File: config.mk
export PLATFORM = sky130hd
export DESIGN_NAME = fu_result_buffer
export DESIGN_NICKNAME = d
export VERILOG_FILES = /design/src/rtl/fu_result_buffer.sv
export SDC_FILE = /design/constraint.sdc
export NUM_CORES = 1
export LEC_CHECK = 0
export CAP_MARGIN = 25
export CELL_PAD_IN_SITES_DETAIL_PLACEMENT = 1
export CELL_PAD_IN_SITES_GLOBAL_PLACEMENT = 1
export CORE_MARGIN = 2
export CORE_UTILIZATION = 30
export DETAILED_ROUTE_END_ITERATION = 16
export PLACE_DENSITY = 0.72
export SLEW_MARGIN = 20
export SYNTH_ARGS = -nofsm -noshare
export SYNTH_HDL_FRONTEND = slang
export SYNTH_SLANG_ARGS = --single-unit
File: constraint.sdc
create_clock -name clk -period 5.1 [get_ports clk]
set_clock_uncertainty 0.2 [all_clocks]
set_input_delay 1.53 -clock clk [delete_from_list [all_inputs] [get_ports clk]]
set_output_delay 1.53 -clock clk [all_outputs]
set_load 0.03 [all_outputs]
File: src/rtl/fu_result_buffer.sv
// Output-side result FIFO for one multi-cycle functional unit. Holds completed
// results in order and requests writeback from the execute-stage priority mux.
module fu_result_buffer #(
  parameter int          DATA_W  = 32,
  parameter int          DEPTH   = 2,
  parameter logic [3:0]  UNIT_ID = 4'b0011
) (
  input  logic                       clk,
  input  logic                       reset_n,
  input  logic                       fu_valid_i,
  output logic                       fu_ready_o,
  input  logic [DATA_W-1:0]          fu_result_i,
  input  logic [4:0]                 fu_rd_i,
  input  logic                       fu_reg_write_i,
  input  logic                       fu_FP_reg_write_i,
  input  logic                       flush_i,
  output logic                       req_o,
  output logic [3:0]                 unit_id_o,
  input  logic                       grant_i,
  output logic [DATA_W-1:0]          result_o,
  output logic [4:0]                 rd_o,
  output logic                       reg_write_o,
  output logic                       FP_reg_write_o,
  output logic [$clog2(DEPTH):0]     count_o
);

  localparam int PTR_W = $clog2(DEPTH);
  localparam int CNT_W = PTR_W + 1;

  typedef struct packed {
    logic [DATA_W-1:0] result;
    logic [4:0]        rd;
    logic              reg_write;
    logic              fp_reg_write;
  } entry_t;

  entry_t            mem [DEPTH];
  entry_t            head;
  logic [PTR_W-1:0]  wr_ptr;
  logic [PTR_W-1:0]  rd_ptr;
  logic [CNT_W-1:0]  count;
  logic              push;
  logic              pop;

  // Ready depends only on the registered count, so there is no path from grant_i.
  assign fu_ready_o = (count != CNT_W'(DEPTH));
  assign req_o      = (count != '0);
  assign push       = fu_valid_i && fu_ready_o;
  assign pop        = req_o && grant_i;
  assign unit_id_o  = UNIT_ID;
  assign count_o    = count;

  always_ff @(posedge clk) begin
    if (!reset_n) begin
      wr_ptr <= '0;
      rd_ptr <= '0;
      count  <= '0;
    end else if (flush_i) begin
      wr_ptr <= '0;
      rd_ptr <= '0;
      count  <= '0;
    end else begin
      if (push) wr_ptr <= wr_ptr + PTR_W'(1);
      if (pop)  rd_ptr <= rd_ptr + PTR_W'(1);
      count <= count + CNT_W'(push) - CNT_W'(pop);
    end
  end

  // Entry storage carries no reset; an empty buffer masks it at the outputs.
  always_ff @(posedge clk) begin
    if (reset_n && !flush_i && push) begin
      mem[wr_ptr] <= '{result:       fu_result_i,
                       rd:           fu_rd_i,
                       reg_write:    fu_reg_write_i,
                       fp_reg_write: fu_FP_reg_write_i};
    end
  end

  always_comb begin
    head = req_o ? mem[rd_ptr] : '0;
    result_o       = head.result;
    rd_o           = head.rd;
    reg_write_o    = head.reg_write;
    FP_reg_write_o = head.fp_reg_write;
  end

endmodule

==> results of run 1 <==
==> stage by stage <==
stage / cell area [um^2] / std cells / setup WS, ps / hold slack (ps) / total power (W)
final: 4420 / 432 / 1050 / 323 / 0.00140
after global routing: 4420 / 431 / 886 / 375 / 0.00145
after CTS: 4420 / 431 / 991 / 334 / 0.00142
after detailed placement: 4230 / 415 / 1120 / 302 / 0.000959
after global placement: 4230 / 415 / 1230 / 287 / 0.000954
after floorplan: 3250 / 203 / 969 / 237 / 0.000872
==> per-layer routing <==
metal,track usage,up-vias,wire (um)
met5,0,-,0
met4,0.0412,0,89
met3,0.0319,10,425
met2,0.196,71,3160
met1,0.137,902,2780
li1,-,895,-
==> tightest hold or removal path, stage by stage, from the launching register on <==
cell,delay (ps)
dfxtp_1,340
xor2_1,80
nor2_1,70
==> state kept, by name, summed over array words and instances (netlist names), named ones only <==
name	flops
rd_ptr	1
wr_ptr	1
mem	78
count_o	2
==> final timing paths <==
path / to / slack [ps] / cells past startpoint
worst max-delay path: result_o[10] / 1050 / 4
worst min-delay path: flop / 320 / 2
worst max register to register: mem[0][24] / 2850 / 4
worst min register to register: flop / 320 / 2
==> layout by cell type, fill, tap and decap left out, drive strengths merged, types with 2 or more instances in the layout <==
cell	Yosys	routed
buf	13	3
clkbuf	0	9
clkdlybuf4s50	0	86
clkinv	0	3
clkinvlp	0	3
conb	2	4
dfxtp	5	5
edfxtp	78	78
ha	2	2
inv	4	4
mux2i	39	39
nand2	2	2
nand2b	2	2
nand3	2	2
nor2	45	45
==> report_power, final <==
part | switching, W | leakage, nW | internal (W)
logic | 0.0000948 | 0.570 | 0.0000792
registers | 0.00000726 | 0.750 | 0.000759
clock network | 0.000231 | 0.0865 | 0.000224
total | 0.000333 | 1.41 | 0.00106
==> synth_stat cells <==
master	instances
edfxtp_1	78
nor2_1	45
mux2i_1	39
buf_4	6
dfxtp_1	5
buf_2	4
inv_1	4
buf_12	2
conb_1	2
ha_1	2
nand2_1	2
nand2b_1	2
nand3_1	2
and2_1	1
buf_6	1
nor2b_1	1
o21ai_0	1
o2bb2ai_1	1
or3_1	1
xnor2_1	1
xor2_1	1
==> cell type report <==
class	instances	area, um^2	area share
Antenna cell	1	2.50	0.000566
Clock buffer	9	124	0.0280
Clock inverter	7	68.8	0.0156
Inverter	4	15.0	0.00340
Multi-Input combinational cell	103	702	0.159
Sequential cell	83	2440	0.553
Tap cell	136	170	0.0385
Timing Repair Buffer	89	896	0.203
==> cells by family (layout without fill, tap and decap cells) <==
family | Yosys count | count (layout) | share of synthesized area
adders and majority gates | 2 | 2 | 0.00771
xor gates and xnor gates | 2 | 2 | 0.00540
muxes | 39 | 39 | 0.120
and+or+nand+nor | 54 | 54 | 0.0671
AOI/OAI and AO/OA | 2 | 2 | 0.00424
buffers and inverters | 17 | 109 | 0.0405
DFF | 83 | 83 | 0.753
other | 2 | 5 | 0.00231
==> summary.log, run 1 <==
[clocking] Post-CTS Repair Setup Buffers 0
[clocking] number of clock sinks 83
[route] post-detailed-route via-to-cell ratio 4.35
[global_route] All-Layer GR Usage 0.114
[critical_path] buffers and inverters on the worst path 2
[route] Antenna Violating Nets Remaining 0
[route] detail-routed net length per standard cell 15.0 um
[clocking] level count of the clock H-tree 3
[clocking] clock buffers created by TritonCTS 9
[floorplan] horizontal extent of the die 108 um
[floorplan] I/O pin count 91
[yosys] register area share after synthesis 0.753
[timing] max frequency 247 MHz
[yosys] dominant cells by area after synthesis edfxtp_1 72%, mux2i_1 12%, nor2_1 5.2%
[global_route] initial antenna violation count 0
[yosys] synthesized area per cell 16.1 um^2
[timing] portion of the clock cycle consumed by the worst path in the final layout 0.795
[clocking] insertion delay of the later-clocked pin in the worst-skew pair 340 ps
[timing] final total negative setup slack 0 ps
[critical_path] CP startpoint kind flop
[job] max cap viols 0
[final_layout] Post-layout nets 336
[global_route] via count of the first global-routing pass 2,022
[worst_hold_path] worst hold path class flop to flop
[yosys] combined area of all synthesized cells 0.00325 mm^2
[critical_path] worst stage delay on the critical path 790 ps
[clocking] PostCTS Resize Cnt 0
[floorplan] die area 0.0117 mm^2
[global_route] global-route wire length before repair 10,200 um
[yosys] post-synthesis register bit count 83
[final_layout] fill cell count 1,080
[place] Final HPWL DP 4380 um
[timing] total setup violations reported at the end of the flow 0
[pwr] maximum vdd drop 0.116 mV
[worst_hold_path] worst hold start rd_ptr
[timing] unrepaired setup endpoints after global routing no
[critical_path] required time worst endpoint 3370 ps
[floorplan] initial cell density of the core 0.312
[route] number of design-rule violations left by the first detailed-router iteration 50
[route] wire length after detailed routing 6460 um
[yosys] total number of yosys warnings 0
[status] run status finished clean
[floorplan] Placement Rows 37
[yosys] Yosys cell types 21
[clocking] clock tree from TritonCTS done
[clocking] Reg clk slew, reported paths 80 ps
[place] IO buf count 86
[yosys] Synth Instances 201
[timing] worst-margin pin slew 928 ps
[critical_path] Crit Reg-Reg Startpoint count_o[0]
[final_layout] Area Growth Syn to Fin 36.2%
[global_route] final global-route overflow total 0
[floorplan] placeable core region 0.0104 mm^2
[route] via count 1,878
[timing] fin crit period 4050 ps
[critical_path] arrival time at the worst endpoint 2320 ps
[timing] count of pins over their slew limit 0
[critical_path] nature of the critical path endpoint output port
[pwr] Pwr Density 316 mW/mm^2
[yosys] library cell occupying the most area in the post-synthesis netlist edfxtp_1
[critical_path] CP Max Fanout 21
[critical_path] library cell contributing the largest single delay on the critical path dfxtp_2
[pwr] total leakage power 1.41 nW
[critical_path] CP Class flop to output port
[clocking] clk buf depth 2
[clocking] hold buffer count at CTS 0
[place] weighted congestion reported at the end of routability-driven placement 0.657
[floorplan] y dimension of the die 108 um
[timing] hold violation total from the final report 0
[yosys] fraction of synthesized cell area taken by the top area cell type 0.722
[final_layout] fraction of final layout cells sized beyond drive strength 1 0.0712
[clocking] CTS root buffer clkbuf_8
[global_route] pin count of the biggest net entering global routing 41
[timing] Max-Slew Margin vs Limit 0.380
[final_layout] post-layout util 0.425
[critical_path] sequence of cells on the critical path buf_12, mux2i_1, nor2_1, clkdlybuf4s50_1
[critical_path] CP top delay family buffers and inverters
[route] total DRC errors in the routed layout 0
[route] drt first pass iters 4
Power figures use the tool's default switching activity.
==> run 2: changes to the inputs <==
--- a/config.mk
+++ b/config.mk
@@ -11,7 +11,7 @@
 export CORE_MARGIN = 2
 export CORE_UTILIZATION = 30
 export DETAILED_ROUTE_END_ITERATION = 16
-export PLACE_DENSITY = 0.72
+export PLACE_DENSITY = 0.75
 export SLEW_MARGIN = 20
 export SYNTH_ARGS = -nofsm -noshare
 export SYNTH_HDL_FRONTEND = slang
==> constraint.sdc (replaced) <==
create_clock -name clk -period 3.7 [get_ports clk]
set_clock_uncertainty 0.2 [all_clocks]
set_input_delay 1.11 -clock clk [delete_from_list [all_inputs] [get_ports clk]]
set_output_delay 1.11 -clock clk [all_outputs]
set_load 0.03 [all_outputs]
==> run 2 against run 1 <==
Sequential power grew 37%. Count of clock-buffer cells in the layout grew 1. Worst setup slack got worse by 720 ps. Critical path depth is the same. Total power rose by 44%. Final area increased by 0.91%. First-iteration DRC count up 56%. Global-route usage is 0.47 points higher. Critical path type unchanged. Critical endpoint is now rd_o[1]. Largest cell class unchanged. Largest power group unchanged.
==> summary.log, run 2 (same netlist as run 1, synthesis figures left out) <==
[status] run status finished clean
[route] wire length after detailed routing 6670 um
[pwr] switching power of the nets 0.000469 W
[critical_path] required time worst endpoint 2390 ps
[clocking] clock buffers created by TritonCTS 9
[critical_path] CP Class flop to output port
[critical_path] buffers and inverters on the worst path 2
[floorplan] placeable core region 0.0104 mm^2
[clocking] insertion delay of the later-clocked pin in the worst-skew pair 340 ps
[critical_path] sequence of cells on the critical path nor2_4, buf_4, nor2_1, clkdlybuf4s50_1
[floorplan] horizontal extent of the die 108 um
[pwr] relative contribution of the clock network to total power 0.353
[timing] portion of the clock cycle consumed by the worst path in the final layout 0.912
[pwr] Int Power 0.00154 W
[critical_path] library cell contributing the largest single delay on the critical path clkdlybuf4s50_1
[floorplan] y dimension of the die 108 um
[job] max cap viols 0
[clocking] clock tree from TritonCTS done
[final_layout] flip-flop and latch area 0.00244 mm^2
[floorplan] I/O pin count 91
[route] post-detailed-route via-to-cell ratio 4.35
[timing] unrepaired setup endpoints after global routing no
[final_layout] post-layout util 0.428
[clocking] number of clock sinks 83
[place] IO buf count 86
[final_layout] most common library cell in the layout ignoring fill and taps clkdlybuf4s50_1
[route] drt first pass iters 4
[global_route] global-route wire length before repair 10,400 um
[final_layout] count of antenna diodes in the layout 0
[place] Final HPWL DP 4450 um
[pwr] maximum vdd drop 0.205 mV
[timing] total setup violations reported at the end of the flow 0
[pwr] Pwr Density 450 mW/mm^2
[pwr] Combinational Power Share 0.123
[final_layout] fill cell count 1,070
[route] detail-routed net length per standard cell 15.3 um
[floorplan] Placement Rows 37
[critical_path] nature of the critical path endpoint output port
[final_layout] post-layout instance count excluding filler cells 435
[timing] max frequency 296 MHz
[final_layout] area taken by multi-input logic gates 702 um^2
[clocking] Reg clk slew, reported paths 90 ps
[final_layout] Most flops, register mem
[route] number of design-rule violations left by the first detailed-router iteration 78
[global_route] final global-route overflow total 0
[place] weighted congestion reported at the end of routability-driven placement 0.647
[pwr] switching share of total power 0.234
[clocking] CTS root buffer clkbuf_8
[timing] fin crit period 3370 ps
[worst_hold_path] worst hold path class flop to flop
[critical_path] CP startpoint kind flop
[critical_path] CP Max Fanout 40
[pwr] total leakage power 1.44 nW
[clocking] clk buf depth 2
[global_route] initial antenna violation count 0
[clocking] hold buffer count at CTS 0
[pwr] register share of total power 0.524
[route] via count 1,893
[final_layout] fraction of final layout cells sized beyond drive strength 1 0.0870
[final_layout] Area Growth Syn to Fin 37.5%
[clocking] level count of the clock H-tree 3
[final_layout] commonest cells after routing, fill and taps aside 86 x clkdlybuf4s50_1, 78 x edfxtp_1, 42 x nor2_1
[timing] hold violation total from the final report 0
[final_layout] Post-layout nets 340
[global_route] via count of the first global-routing pass 2,061
[floorplan] die area 0.0117 mm^2
[critical_path] CP top delay family buffers and inverters
[critical_path] worst stage delay on the critical path 710 ps
[clocking] PostCTS Resize Cnt 0
[route] Antenna Violating Nets Remaining 0
[floorplan] initial cell density of the core 0.312
[critical_path] arrival time at the worst endpoint 2060 ps
[route] total DRC errors in the routed layout 0
[clocking] Post-CTS Repair Setup Buffers 0
[place] placed cells 419
[global_route] All-Layer GR Usage 0.119
[final_layout] Largest register FFs 78
[timing] count of pins over their slew limit 0
[global_route] pin count of the biggest net entering global routing 41
==> run 2: changes by cell type in the layout (fill, tap and decap cells not counted) <==
| cell | before | now |
|---|---|---|
| clkbuf_1 | 0 | 1 |
| clkinv_2 | 0 | 1 |
| clkinv_1 | 2 | 0 |
| inv_6 | 0 | 1 |
| bufinv_16 | 1 | 2 |
| diode_2 | 1 | 0 |
| buf_12 | 1 | 0 |
| buf_4 | 2 | 7 |
| clkinvlp_4 | 3 | 1 |
==> run 2: through the flow <==
step	total power [W]	setup TNS, ps	hold WS [ps]	worst slack [ps]	area, um^2
5_1_grt	0.00210	0	358	226	4460
2_1_floorplan	0.00120	-822	237	-10.5	3250
4_1_cts	0.00204	0	324	335	4460
3_3_place_gp	0.00132	0	295	634	4240
6_report	0.00201	0	317	325	4460
3_5_place_dp	0.00132	0	302	566	4240
==> run 2: path summary, 6_finish.rpt <==
| kind | cells past startpoint | slack (ps) | endpoint | start |
|---|---|---|---|---|
| worst max register to register | 8 | 1650 | count_o[1] | count_o[1] |
| worst min-delay path | 2 | 320 | rd_ptr | rd_ptr |
| worst max-delay path | 4 | 330 | rd_o[1] | count_o[1] |
| worst min register to register | 2 | 320 | rd_ptr | rd_ptr |
==> run 2: area by class of cell <==
cell class | instances | share of cell area
Sequential cell | 83 | 0.548
Timing Repair Buffer | 93 | 0.205
Multi-Input combinational cell | 103 | 0.157
Tap cell | 136 | 0.0381
Clock buffer | 10 | 0.0286
Clock inverter | 6 | 0.0202
Inverter | 4 | 0.00337
==> run 2: power groups by stage <==
stage	Clock (W)	Combinational [W]	Sequential, W
after floorplan	0	0.000125	0.00108
after global placement	0	0.000244	0.00107
after detailed placement	0	0.000249	0.00108
after CTS	0.000738	0.000250	0.00105
after global routing	0.000779	0.000264	0.00106
final	0.000710	0.000246	0.00105
==> run 2: per-layer routing <==
layer	global-route usage	vias to the layer above	part of all wire
met4	0.0440	0	0.015
li1	-	901	-
met1	0.142	907	0.42
met3	0.0259	10	0.058
met5	0	-	0
met2	0.210	75	0.50
==> run 2: worst min-delay path, cell delays in order (launching register included) <==
cell	delay, ps
dfxtp_1	330
xor2_1	80
nor2_1	70
==> run 3: changes to the inputs <==
--- a/config.mk
+++ b/config.mk
@@ -11,6 +11,7 @@
 export CORE_MARGIN = 2
 export CORE_UTILIZATION = 30
 export DETAILED_ROUTE_END_ITERATION = 16
+export HOLD_SLACK_MARGIN = 0.1
 export PLACE_DENSITY = 0.75
 export SLEW_MARGIN = 20
 export SYNTH_ARGS = -nofsm -noshare
==> results of run 3 <==
No change in the layout: final DEF, timing and power equal those of run 2.
